--- config.mk ---
export PLATFORM = sky130hd
export DESIGN_NAME = uart_receiver
export DESIGN_NICKNAME = d
export VERILOG_FILES = /design/src/rtl/uart_pkg.sv /design/src/rtl/uart_rx_fifo.sv /design/src/rtl/uart_receiver.sv
export SDC_FILE = /design/constraint.sdc
export NUM_CORES = 1
export LEC_CHECK = 0
export CORE_ASPECT_RATIO = 1.25
export CORE_MARGIN = 2
export CORE_UTILIZATION = 54
export DETAILED_ROUTE_END_ITERATION = 7
export PLACE_DENSITY = 0.87
export SLEW_MARGIN = 20
export SYNTH_ARGS = -nofsm -noshare
export SYNTH_HDL_FRONTEND = slang
export SYNTH_SLANG_ARGS = --single-unit
--- constraint.sdc ---
create_clock -name Clock -period 2.7 [get_ports Clock]
set_clock_uncertainty 0.1 [all_clocks]
set_input_delay 0.54 -clock Clock [delete_from_list [all_inputs] [get_ports Clock]]
set_output_delay 0.54 -clock Clock [all_outputs]
set_load 0.02 [all_outputs]
--- src/rtl/uart_pkg.sv ---
// -----------------------------------------------------------------------------
// uart_pkg
// Shared constants, receive FSM state type and baud divisor helper for the
// UART receive path.
//   OVERSAMPLE : ticks per bit time
//   DATA_BITS  : payload bits per frame (8N1)
//   SAMPLE_LO/SAMPLE_HI : first and last tick of the 3-sample majority vote;
//                         the bit decision is taken at SAMPLE_HI
// -----------------------------------------------------------------------------
package uart_pkg;

  localparam int OVERSAMPLE = 16;
  localparam int DATA_BITS  = 8;
  localparam int SAMPLE_LO  = 7;
  localparam int SAMPLE_HI  = 9;

  typedef enum logic [2:0] {
    IDLE,
    START,
    DATA,
    STOP,
    BREAK
  } rx_state_t;

  // Rounded clocks-per-tick: round(clk_freq / (baud_rate * OVERSAMPLE)).
  function automatic int calc_divisor(input int clk_freq, input int baud_rate);
    int den;
    den = baud_rate * OVERSAMPLE;
    return (clk_freq + den / 2) / den;
  endfunction

endpackage

--- src/rtl/uart_rx_fifo.sv ---
// -----------------------------------------------------------------------------
// uart_rx_fifo
// Show-ahead FIFO for received bytes. The head entry is always visible on
// RdData; RdEn pops it. A write while full is accepted only when a pop happens
// in the same cycle, otherwise the byte is discarded (the caller flags it).
//   Clock  : system clock, rising edge
//   Reset  : asynchronous, active-high; flushes the FIFO
//   WrEn   : push WrData
//   WrData : byte to push
//   RdEn   : pop head (ignored while Empty)
//   RdData : head entry (show-ahead)
//   Empty  : no entries held
//   Full   : DEPTH entries held
// DEPTH must be a power of two (pointers wrap by natural overflow), >= 2.
// -----------------------------------------------------------------------------
module uart_rx_fifo
  import uart_pkg::*;
#(
  parameter int DEPTH = 4
) (
  input  logic                 Clock,
  input  logic                 Reset,
  input  logic                 WrEn,
  input  logic [DATA_BITS-1:0] WrData,
  input  logic                 RdEn,
  output logic [DATA_BITS-1:0] RdData,
  output logic                 Empty,
  output logic                 Full
);

  localparam int PTR_W = $clog2(DEPTH);

  logic [DATA_BITS-1:0] r_mem [DEPTH];
  logic [PTR_W-1:0]     r_wr_ptr;
  logic [PTR_W-1:0]     r_rd_ptr;
  logic [PTR_W:0]       r_count;
  logic                 w_do_rd;
  logic                 w_do_wr;

  assign Empty   = (r_count == '0);
  assign Full    = (r_count == (PTR_W + 1)'(DEPTH));
  assign w_do_rd = RdEn && !Empty;
  // A pop in the same cycle frees the slot the push needs.
  assign w_do_wr = WrEn && (!Full || w_do_rd);
  assign RdData  = r_mem[r_rd_ptr];

  always_ff @(posedge Clock or posedge Reset) begin
    if (Reset) begin
      // NOTE: storage is reset too so the head reads 0 out of reset; this is
      // only cheap because the array is a handful of flops, not a RAM macro.
      for (int i = 0; i < DEPTH; i++) begin
        r_mem[i] <= '0;
      end
      r_wr_ptr <= '0;
      r_rd_ptr <= '0;
      r_count  <= '0;
    end else begin
      // NOTE: non-blocking assignments throughout clocked logic, so every flop
      // sees the pre-edge value of every other flop regardless of statement order.
      if (w_do_wr) begin
        r_mem[r_wr_ptr] <= WrData;
        r_wr_ptr        <= r_wr_ptr + PTR_W'(1);
      end
      if (w_do_rd) begin
        r_rd_ptr <= r_rd_ptr + PTR_W'(1);
      end
      case ({w_do_wr, w_do_rd})
        2'b10:   r_count <= r_count + (PTR_W + 1)'(1);
        2'b01:   r_count <= r_count - (PTR_W + 1)'(1);
        default: r_count <= r_count;
      endcase
    end
  end

endmodule

--- src/rtl/uart_receiver.sv ---
// -----------------------------------------------------------------------------
// uart_receiver
// 8N1 serial receiver with 16x oversampling, 3-sample majority voting, a
// show-ahead receive FIFO and sticky line-error flags.
//   Clock    : system clock, rising edge
//   Reset    : asynchronous, active-high; aborts any frame, flushes the FIFO
//   Rxd      : asynchronous serial input, idles high
//   RdEn     : pop the FIFO head (ignored while Empty)
//   RdData   : FIFO head byte (show-ahead)
//   Empty    : FIFO holds no bytes
//   FrameErr : sticky; stop bit sampled low
//   Overrun  : sticky; byte dropped because the FIFO was full
//   ErrClr   : clears both sticky flags; a simultaneous set wins
// -----------------------------------------------------------------------------
module uart_receiver
  import uart_pkg::*;
#(
  parameter int CLK_FREQ   = 50_000_000,
  parameter int BAUD_RATE  = 115200,
  parameter int FIFO_DEPTH = 4
) (
  input  logic                 Clock,
  input  logic                 Reset,
  input  logic                 Rxd,
  input  logic                 RdEn,
  input  logic                 ErrClr,
  output logic [DATA_BITS-1:0] RdData,
  output logic                 Empty,
  output logic                 FrameErr,
  output logic                 Overrun
);

  localparam int DIVISOR = calc_divisor(CLK_FREQ, BAUD_RATE);
  localparam int DIV_W   = (DIVISOR > 1) ? $clog2(DIVISOR) : 1;
  localparam int TICK_W  = $clog2(OVERSAMPLE);
  localparam int IDX_W   = $clog2(DATA_BITS);

  logic                 r_sync1;
  logic                 r_sync2;
  logic                 w_rxd_s;
  rx_state_t            r_state;
  rx_state_t            w_state_next;
  logic [DIV_W-1:0]     r_div_cnt;
  logic [TICK_W-1:0]    r_tick_cnt;
  logic [TICK_W-1:0]    w_tick_next;
  logic                 r_samp_lo;
  logic                 r_samp_mid;
  logic [IDX_W-1:0]     r_bit_idx;
  logic [DATA_BITS-1:0] r_shift;
  logic                 r_frame_err;
  logic                 r_overrun;
  logic                 w_run;
  logic                 w_tick;
  logic                 w_decide;
  logic                 w_vote;
  logic                 w_shift_en;
  logic                 w_push;
  logic                 w_ferr_set;
  logic                 w_ovr_set;
  logic                 w_full;

  // ---------------------------------------------------------------------------
  // Input synchronizer; flops reset to the idle (high) line level so reset
  // release never looks like a start edge.
  // ---------------------------------------------------------------------------
  always_ff @(posedge Clock or posedge Reset) begin
    if (Reset) begin
      r_sync1 <= 1'b1;
      r_sync2 <= 1'b1;
    end else begin
      r_sync1 <= Rxd;
      r_sync2 <= r_sync1;
    end
  end

  assign w_rxd_s = r_sync2;

  // ---------------------------------------------------------------------------
  // Tick generator and bit-time tick counter. Both are held at zero outside
  // the frame states, so counting restarts exactly when the start edge moves
  // the FSM out of IDLE and all sample points are phase-aligned to that edge.
  // ---------------------------------------------------------------------------
  assign w_run       = (r_state == START) || (r_state == DATA) || (r_state == STOP);
  assign w_tick      = w_run && (r_div_cnt == DIV_W'(DIVISOR - 1));
  assign w_tick_next = r_tick_cnt + TICK_W'(1);
  assign w_decide    = w_tick && (w_tick_next == TICK_W'(SAMPLE_HI));
  // The third vote is the live synchronized sample at the decision tick.
  assign w_vote      = (r_samp_lo & r_samp_mid) | (r_samp_lo & w_rxd_s) |
                       (r_samp_mid & w_rxd_s);

  always_ff @(posedge Clock or posedge Reset) begin
    if (Reset) begin
      r_div_cnt  <= '0;
      r_tick_cnt <= '0;
      r_samp_lo  <= 1'b0;
      r_samp_mid <= 1'b0;
    end else begin
      if (!w_run) begin
        r_div_cnt  <= '0;
        r_tick_cnt <= '0;
      end else if (w_tick) begin
        r_div_cnt  <= '0;
        r_tick_cnt <= w_tick_next;
      end else begin
        r_div_cnt  <= r_div_cnt + DIV_W'(1);
      end
      if (w_tick && (w_tick_next == TICK_W'(SAMPLE_LO))) begin
        r_samp_lo <= w_rxd_s;
      end
      if (w_tick && (w_tick_next == TICK_W'(SAMPLE_LO + 1))) begin
        r_samp_mid <= w_rxd_s;
      end
    end
  end

  // ---------------------------------------------------------------------------
  // Receive FSM
  // ---------------------------------------------------------------------------
  always_ff @(posedge Clock or posedge Reset) begin
    if (Reset) begin
      r_state <= IDLE;
    end else begin
      r_state <= w_state_next;
    end
  end

  always_comb begin
    // NOTE: every signal written here gets a default first; a path that left
    // one unassigned would infer a latch.
    w_state_next = r_state;
    w_shift_en   = 1'b0;
    w_push       = 1'b0;
    w_ferr_set   = 1'b0;
    case (r_state)
      IDLE: begin
        if (!w_rxd_s) begin
          w_state_next = START;
        end
      end
      START: begin
        if (w_decide) begin
          w_state_next = w_vote ? IDLE : DATA;
        end
      end
      DATA: begin
        if (w_decide) begin
          w_shift_en = 1'b1;
          if (r_bit_idx == IDX_W'(DATA_BITS - 1)) begin
            w_state_next = STOP;
          end
        end
      end
      STOP: begin
        // Leaving at the stop-bit decision, not its end, leaves half a bit of
        // slack for the next frame's start edge.
        if (w_decide) begin
          if (w_vote) begin
            w_push       = 1'b1;
            w_state_next = IDLE;
          end else begin
            w_ferr_set   = 1'b1;
            w_state_next = BREAK;
          end
        end
      end
      BREAK: begin
        if (w_rxd_s) begin
          w_state_next = IDLE;
        end
      end
      default: w_state_next = IDLE;
    endcase
  end

  // LSB arrives first, so each new bit enters at the top and shifts down.
  always_ff @(posedge Clock or posedge Reset) begin
    if (Reset) begin
      r_bit_idx <= '0;
      r_shift   <= '0;
    end else begin
      if (r_state != DATA) begin
        r_bit_idx <= '0;
      end else if (w_shift_en) begin
        r_bit_idx <= r_bit_idx + IDX_W'(1);
      end
      if (w_shift_en) begin
        r_shift <= {w_vote, r_shift[DATA_BITS-1:1]};
      end
    end
  end

  // ---------------------------------------------------------------------------
  // Sticky error flags; a set in the same cycle as ErrClr wins.
  // ---------------------------------------------------------------------------
  // A full FIFO still takes the byte if the bus pops in the same cycle.
  assign w_ovr_set = w_push && w_full && !RdEn;

  always_ff @(posedge Clock or posedge Reset) begin
    if (Reset) begin
      r_frame_err <= 1'b0;
      r_overrun   <= 1'b0;
    end else begin
      if (w_ferr_set) begin
        r_frame_err <= 1'b1;
      end else if (ErrClr) begin
        r_frame_err <= 1'b0;
      end
      if (w_ovr_set) begin
        r_overrun <= 1'b1;
      end else if (ErrClr) begin
        r_overrun <= 1'b0;
      end
    end
  end

  assign FrameErr = r_frame_err;
  assign Overrun  = r_overrun;

  uart_rx_fifo #(
    .DEPTH (FIFO_DEPTH)
  ) u_fifo (
    .Clock  (Clock),
    .Reset  (Reset),
    .WrEn   (w_push),
    .WrData (r_shift),
    .RdEn   (RdEn),
    .RdData (RdData),
    .Empty  (Empty),
    .Full   (w_full)
  );

endmodule

* Word level (Yosys, flattened, before mapping)
Cells that the tools add are included.
** Storage, ports and cells
- Output and inout bits :: 11
- Bits in registers :: 68
** Operators by class
- $lt $le $gt $ge :: 3
- $add $sub $neg :: 7
- Reductions and logical operators :: 22
- Multiplexer cells :: 33
- Bitwise gates (word level) :: 7
- Equal/unequal tests :: 20
** Operators with widths (count)
- bitwise mux 32 bit :: 1
- two-way mux 3 bit :: 9
- two-way mux 8 bit :: 3
- binary-select mux 8 bit (select 2 bit) :: 1
- demux 8 bit (select 2 bit) :: 1
- case mux 3 bit (5 select lines) :: 1
- two-way mux 1 bit :: 11
- two-way mux 5 bit :: 2
- != test 2 bit, second input constant :: 5
- equality test 3 bit, second input constant :: 3
- logical AND 1 bit :: 9
- equality test 4 bit, second input constant :: 2
- two-way mux 4 bit :: 2
- nonzero test 2 bit :: 4
- adder 3 x 1 -> 3 bit, second input constant :: 2
- equality test 3 x 2 -> 1 bit, second input constant :: 2
- greater-or-equal comparator 3 bit, second input constant :: 2
- logical NOT 3 bit :: 2
- inverter 2 -> 3 bit :: 2
- case mux 3 bit (2 select lines) :: 1
- AND reduction 6 bit :: 1
- adder 5 x 1 -> 5 bit, second input constant :: 1
- equality test 5 bit, second input constant :: 1
- adder 2 x 1 -> 2 bit, second input constant :: 2
- 14 further kinds :: 22

* Logic depth before layout (Yosys ltp)
Gate-level depths: netlist of the first run.
- Word-level depth :: 10
- Depth in mapped cells :: 14

* By module
From an unflattened synthesis of the first run, not the netlist that was laid out.
** Second synthesis, totals
- Cell total of the unflattened synthesis :: 246
- Area, all modules :: 3264.4 um^2
** By module, submodules not included
- uart_rx_fifo :: area an instance 1805.5 um^2, cells an instance 116, times used 1
- uart_receiver :: area an instance 1458.9 um^2, cells an instance 130, times used 1

* Worst setup path after synthesis of the first run
Ideal clock, no wire load.
- Path kind :: input -> register
- From :: input RdEn
- To :: register u_fifo.r_count[2]
- Cell stages on the path :: 11
- Data required time :: 2521 ps
- Arrival :: 2528 ps
- Path slack :: -8 ps
- Cell sequence :: or4b_1 -> and3_1 -> and3_4 -> buf_6 -> nand2_2 -> ha_1 -> inv_1 -> fa_1 -> xor2_1 -> nor2_1 -> xor2_1
** Between the ends
- Cells in the longest elaborated chain, start to end :: 5
** RTL lines
- start, declared :: line uart_receiver.sv:25 : input logic RdEn,
- logical AND 1 bit (*) :: line uart_rx_fifo.sv:42 : assign w_do_rd = RdEn && !Empty;
- logical OR 1 bit :: line uart_rx_fifo.sv:44 : assign w_do_wr = WrEn && (!Full || w_do_rd);
- logical AND 1 bit :: line uart_rx_fifo.sv:44
- equality test 2 x 1 -> 1 bit or equality test 2 bit (tied branches) :: line uart_rx_fifo.sv:67 : case ({w_do_wr, w_do_rd})
- case mux 3 bit (2 select lines) or nonzero test 2 bit (tied branches)
- end signal, assigned :: line uart_rx_fifo.sv:68 : 2'b10: r_count <= r_count + (PTR_W + 1)'(1);
- end signal, assigned :: line uart_rx_fifo.sv:69 : 2'b01: r_count <= r_count - (PTR_W + 1)'(1);
- end signal, assigned :: line uart_rx_fifo.sv:70 : default: r_count <= r_count;
- end, declared :: line uart_rx_fifo.sv:36 : logic [PTR_W:0] r_count;
Mark *: on every way between the ends. The rest lies on a longest branch, timed or not.
A chain may end at the register's enable or synchronous reset.

* Final worst setup path of the first run
Same ends and word-level chain as after synthesis.

==> reports/results.txt, run 1 <==
Sequential share of the synthesized area = 52.6%
DIE WIDTH = 73.3 um
Status = completed
Reg2reg end = r_shift[7]
Vias in the first global route = 1891
Final Wtd Congestion = 0.749
Critical path required time = 2.87 ns
Largest net degree at the start of global routing = 31
First-pass GRT wire length = 9360 um
Final Cycle Share = 96.6%
Syn Nets = 257
Initial Utilization = 55.7%
Initial drt markers = 110
Crit. End Element = flop
Final hold violation count = 0
Synth Flop Type = dfrtp_1
Total negative slack = 0 ns
Post-Syn Area per Cell = 13.6 um^2
Total chip power = 2.31 mW
Slew at the pin closest to its max-slew limit = 0.641 ns
Placed instance area = 0.00353 mm^2
Total congestion overflow = 0
Drt drc = 0
Chip Height = 90.6 um
CTS Buf Count = 9
Hold Path End = r_sync2
Critical Path Start Type = input pin
Routed len/inst = 16.5 um
Max Cap Viol = 0
Top cells by area, synth = dfrtp_1 (51%), mux2_2 (14%), mux4_2 (5.6%)
Synth top area share = 50.9%
PortBufs = 15
Worst slack, placed = -0.374 ns
Post-DP HPWL = 3800 um
Gate Count Post-Synth = 238
Number of setup violations in the final report = 0
Post-synth EDFFs = 0
Hold_sp = r_sync1
Fraction of layout instances using a drive strength above 1 = 32.5%
Critical path fanouts, max = 2
Post-synthesis cell area = 0.00324 mm^2
Synth async-reset ratio = 100%
Yosys cell types = 44
FMAX = 0.383 GHz
Critical R2R Launch = r_tick_cnt[1]
Static Leakage = 1.93 nW
Final min period = 2.61 ns
Clk buf depth = 2
All-layer global routing usage = 18.8%
H-tree depth = 3
Vias per inst = 5.65
CTS tree = yes
Die area = 0.00664 mm^2
FILL cells = 412
Critical Path AT = 2.78 ns
Routed WL = 5560 um
Worst hold slack = 0.258 ns
PD cells = 613 mW/mm^2
Crit Path Class = in2reg
Count leader, synth = dfrtp_1
Final design utilization = 64.8%
Worst r2r path cells = 7
Postcts setup bufs = 0
Hold Path Stages = 0
Synth Warn # = 0
Clk Latency, worst-skew pair = 0.34 ns
Layout area overhead = 16.2%
CTS Hold Bufs = 0
Slew HR = 57.2%
Top cells by count, synth = dfrtp_1 (66), mux2_2 (41), nand2_1 (16)
Drt pass-1 iters = 4
Yosys reg bits = 68
Sinks on Clock Net = 68
Row cnt = 31
RSZ-0062 raised after global routing = false
Final Max Tran Viols = 0
Total I/O pin count = 16
R2R Setup Slk = 0.18 ns
Root Driver = clkbuf_8
Setup WS post-layout = 0.0908 ns
Fin area = 0.00377 mm^2
Layout Nets = 286
# diodes = 0
Peak VDD IR = 0.356 mV
Antenna violations before repair = 0
Vias = 1905
Synth area leader = dfrtp_1
DRT antenna net count = 0
Clock transition at path regs = 0.07 ns
Hold Path Class = reg2reg
Post-route insts no fill = 337
Inst Count DP = 322
Core Area = 0.00582 mm^2
## layout make-up
class	count	area, um^2	area share, %
clock buffers	11	141	3.75
flip-flops and latches	68	1700	45.2
multi-input cells	154	1480	39.4
repair buffers	24	245	6.51
inverters	10	37.5	0.996
well taps	66	82.6	2.19
clock inverters	4	73.8	1.96
## placed cells by master, fill, tap and decap left out, types with 3 or more instances in the layout
master,n
a21oi_1,4
and3_1,3
buf_4,8
clkbuf_8,10
clkdlybuf4s50_1,9
dfrtp_1,66
dlymetal6s2s_1,6
ha_1,12
inv_1,9
mux2_1,3
mux2_2,41
mux2i_1,4
mux4_2,8
nand2_1,16
nand3_1,4
nand3_4,4
nor2_1,14
xnor2_1,5
xor2_1,7
## cell families after synthesis
family,after synthesis,share of synthesized area (%)
flip-flops,68,52.6
multiplexers,56,22.1
XOR/XNOR,12,3.24
AND/OR/NAND/NOR,59,10.9
AO/OA/AOI/OAI,12,2.89
adder cells (fa/ha/maj),15,5.94
buffers and inverters,16,2.39
## metal layers
metal,GRT usage (%),vias up,share of wire (%)
li1,-,901,-
met1,24.3,967,43
met2,30.3,26,52
met3,3.35,11,2.8
met4,9.09,0,2.0
met5,0,-,0
## what timing repair did
item,in CTS,in global routing
hold endpoints to repair,0,0
gates resized for setup,0,9
setup endpoints to repair,0,7
## worst max-delay path, cell delays in order
cell and delay (ns):
clkdlybuf4s50_1 0.42, or4b_4 0.49, and3_1 0.16, and3_4 0.18
nand2_4 0.08, ha_4 0.13, inv_1 0.05, fa_2 0.33
xor2_1 0.14, nor2_1 0.12, xor2_1 0.14
## flip-flops by register name, indices dropped and copies added, names as in the netlist, 2 cells and up
name	cells
u_fifo.r_rd_ptr	2
r_div_cnt	5
r_state	3
r_shift	8
r_bit_idx	3
u_fifo.r_wr_ptr	2
u_fifo.r_mem	32
u_fifo.r_count	3
r_tick_cnt	4
## how the worst max path moves through the flow
stage	from	endpoint	slack, ns
6_report	RdEn	u_fifo.r_count[2]	0.09
5_1_grt	RdEn	u_fifo.r_count[2]	0.01
4_1_cts	RdEn	u_fifo.r_count[2]	0.0006
3_5_place_dp	RdEn	u_fifo.r_count[2]	-0.37
3_3_place_gp	RdEn	u_fifo.r_count[2]	-0.29
2_1_floorplan	RdEn	u_fifo.r_count[2]	0.0006
## power by group
part	total, mW	switching, mW	internal [mW]	leakage [nW]
Clock	0.905	0.365	0.540	0.109
Combinational	0.285	0.135	0.150	0.913
Sequential	1.12	0.0591	1.06	0.907
Note: power is estimated with default switching activity, not from simulation.
==> run 2, diff against run 1 <==
- CORE_ASPECT_RATIO: 1.25 -> 0.75
- SYNTH_HIERARCHICAL: unset -> 1
==> run 2 against run 1 <==
  * Sequential cell count is the same
  * Combinational power grew 13%
  * Sequential share of layout area shrank 1.5 points
  * Total power shrank 0.28%
  * Clock-buffer cell count down 2
  * Non-clock buffer count up 11
  * Core utilization increased by 2.3 points
  * Clock power down 7.8%
  * First-iteration DRC count rose by 24%
  * Hold slack better by 0.0013 ns
  * Global-route usage rose by 1.3 points
  * Largest power group unchanged
==> reports/results.txt, run 2 <==
Row cnt = 24 (-23%)
Most frequent cells in the layout = dfrtp_1 (65), mux2_2 (42), buf_4 (19)
Setup WS post-layout = 0.0795 ns (-0.0114 ns)
Fin area = 0.00391 mm^2 (+3.6%)
DRT antenna net count = 0 (unchanged)
Critical path required time = 2.06 ns (-0.81 ns)
Count leader, synth = dfrtp_1
Max Cap Viol = 0 (unchanged)
Root Driver = clkbuf_8
PD cells = 590 mW/mm^2 (-3.8%)
Slew HR = 67.7% (+11 points)
Post-synth EDFFs = 0 (unchanged)
Largest net degree at the start of global routing = 40 (+29%)
Post-synthesis cell area = 0.00326 mm^2 (+0.69%)
Worst slack, placed = -0.0551 ns (+0.319 ns)
Layout area overhead = 19.6%
CTS Buf Count = 9 (unchanged)
Clk buf depth = 2 (unchanged)
Final design utilization = 67.0% (+2.3 points)
Post-Syn Area per Cell = 13.3 um^2 (-2.6%)
Sinks on Clock Net = 68 (unchanged)
Top cells by area, synth = dfrtp_1 (51%), mux2_2 (14%), mux4_2 (5.5%)
Post-DP HPWL = 4190 um (+10%)
Crit Path Class = reg2out
Final Cycle Share = 97.1% (+0.42 points)
Core Area = 0.00583 mm^2 (+0.13%)
Post-route insts no fill = 371 (+10%)
Top reg by flops = u_fifo/r_mem
Yosys reg bits = 68 (unchanged)
Vias in the first global route = 2125 (+12%)
Commonest non-fill, non-tap cell in the layout = dfrtp_1
Worst r2r path cells = 13 (+6)
CTS tree = yes
CTS Hold Bufs = 0 (unchanged)
Synth Flop Type = dfrtp_1
Drt pass-1 iters = 4 (unchanged)
PortBufs = 15 (unchanged)
Total I/O pin count = 16 (unchanged)
Synth top area share = 50.6% (-0.35 points)
Largest regs = u_fifo/r_mem: 32 flops, r_shift: 8 flops, r_div_cnt: 5 flops
Total congestion overflow = 0 (unchanged)
Peak VDD IR = 0.492 mV (+38%)
Critical Path AT = 1.98 ns (-0.80 ns)
Placed instance area = 0.00363 mm^2 (+2.8%)
Antenna violations before repair = 0 (unchanged)
Layout Nets = 307 (+7.3%)
Final hold violation count = 0 (unchanged)
Routed WL = 6060 um (+9.0%)
Critical Path Start Type = flop
Status = completed
Hold Path Stages = 0 (unchanged)
Routed len/inst = 16.3 um (-0.96%)
Slew at the pin closest to its max-slew limit = 0.484 ns (-0.157 ns)
Synth Warn # = 6 (+6)
Synth area leader = dfrtp_1
Top cells by count, synth = dfrtp_1 (66), mux2_2 (42), nor2_1 (16)
Total negative slack = 0 ns (unchanged)
Vias = 2044 (+7.3%)
Initial Utilization = 56.0% (+0.31 points)
Largest register FFs = 32 (unchanged)
Syn Nets = 265 (+3.1%)
Number of setup violations in the final report = 0 (unchanged)
Static Leakage = 1.89 nW (-2.2%)
Drt drc = 0 (unchanged)
Final min period = 2.62 ns (+0.0114 ns)
Crit. End Element = output port
FMAX = 0.382 GHz (-0.43%)
# diodes = 0 (unchanged)
Inst Count DP = 351 (+9.0%)
Sequential share of the synthesized area = 52.2% (-0.36 points)
Die area = 0.00669 mm^2 (+0.71%)
Fraction of layout instances using a drive strength above 1 = 37.5% (+5.1 points)
Vias per inst = 5.51 (-2.5%)
Final Max Tran Viols = 0 (unchanged)
Clk Latency, worst-skew pair = 0.35 ns (about the same)
Final Wtd Congestion = 0.770 (+2.8%)
Chip Height = 71.3 um (-21%)
Total chip power = 2.30 mW (-0.28%)
First-pass GRT wire length = 10200 um (+8.6%)
Gate Count Post-Synth = 246 (+3.4%)
All-layer global routing usage = 20.1% (+1.3 points)
Yosys cell types = 47 (+6.8%)
DIE WIDTH = 93.8 um (+28%)
H-tree depth = 3 (unchanged)
Initial drt markers = 136 (+24%)
Synth async-reset ratio = 100% (unchanged)
Hold Path Class = reg2reg
Critical path fanouts, max = 8 (+6)
Worst hold slack = 0.260 ns (+0.00131 ns)
Clock transition at path regs = 0.07 ns (about the same)
run 2: path summary, 6_finish.rpt:
path                       slack (ns)                from           endpoint
min reg2reg                      0.26             r_sync1            r_sync2
min in group asynchronous        0.51               Reset         r_shift[0]
max reg2reg                      0.14       r_tick_cnt[0]  u_fifo/r_count[2]
max in group asynchronous        1.61               Reset   u_fifo/r_mem[25]
max                              0.08  u_fifo/r_rd_ptr[0]          RdData[1]
min                              0.26             r_sync1            r_sync2
run 2: metal layers:
metal | part of all wire [%] | global-route usage (%)
met1 | 46 | 28.0
met2 | 47 | 30.6
met3 | 4.4 | 6.10
met4 | 1.9 | 7.09
met5 | 0 | 0
run 2: cells by family after synthesis:
logic type | synth area share [%]
AO/OA/AOI/OAI | 3.60
XOR/XNOR | 3.49
adder cells (fa/ha/maj) | 5.90
buffers and inverters | 2.26
flip-flops | 52.2
multiplexers | 21.6
AND/OR/NAND/NOR | 10.9
run 2: what timing repair did:
action / in CTS / in global routing
setup buffers: 2 / 2
resized for setup: 1 / 11
pin swaps: 3 / 4
endpoints found under the hold margin: 0 / 0
setup endpoints to repair: 1 / 6
run 2: area by class of cell:
| cell class | count | area (um^2) |
|---|---|---|
| well taps | 78 | 97.6 |
| flip-flops and latches | 68 | 1710 |
| inverters | 13 | 48.8 |
| clock buffers | 9 | 124 |
| fillers | 407 | 1920 |
| multi-input cells | 161 | 1530 |
| repair buffers | 35 | 323 |
| clock inverters | 7 | 75.1 |
run 2: worst max-delay path, cell delays in order (launching register included):
cell,delay [ns]
dfrtp_1,0.42
buf_12,0.17
mux4_2,0.49
clkdlybuf4s50_1,0.55
run 2: power by group:
part / total, mW / switching [mW] / internal (mW) / leakage [nW]
Sequential: 1.15 / 0.0871 / 1.06 / 0.905
Combinational: 0.322 / 0.146 / 0.176 / 0.890
Clock: 0.834 / 0.405 / 0.429 / 0.0918
==> run 3, diff against run 2 <==
- CTS_CLUSTER_SIZE: unset -> 16
==> results of run 3 <==
Final layout, timing and power as in run 2 (identical DEF).
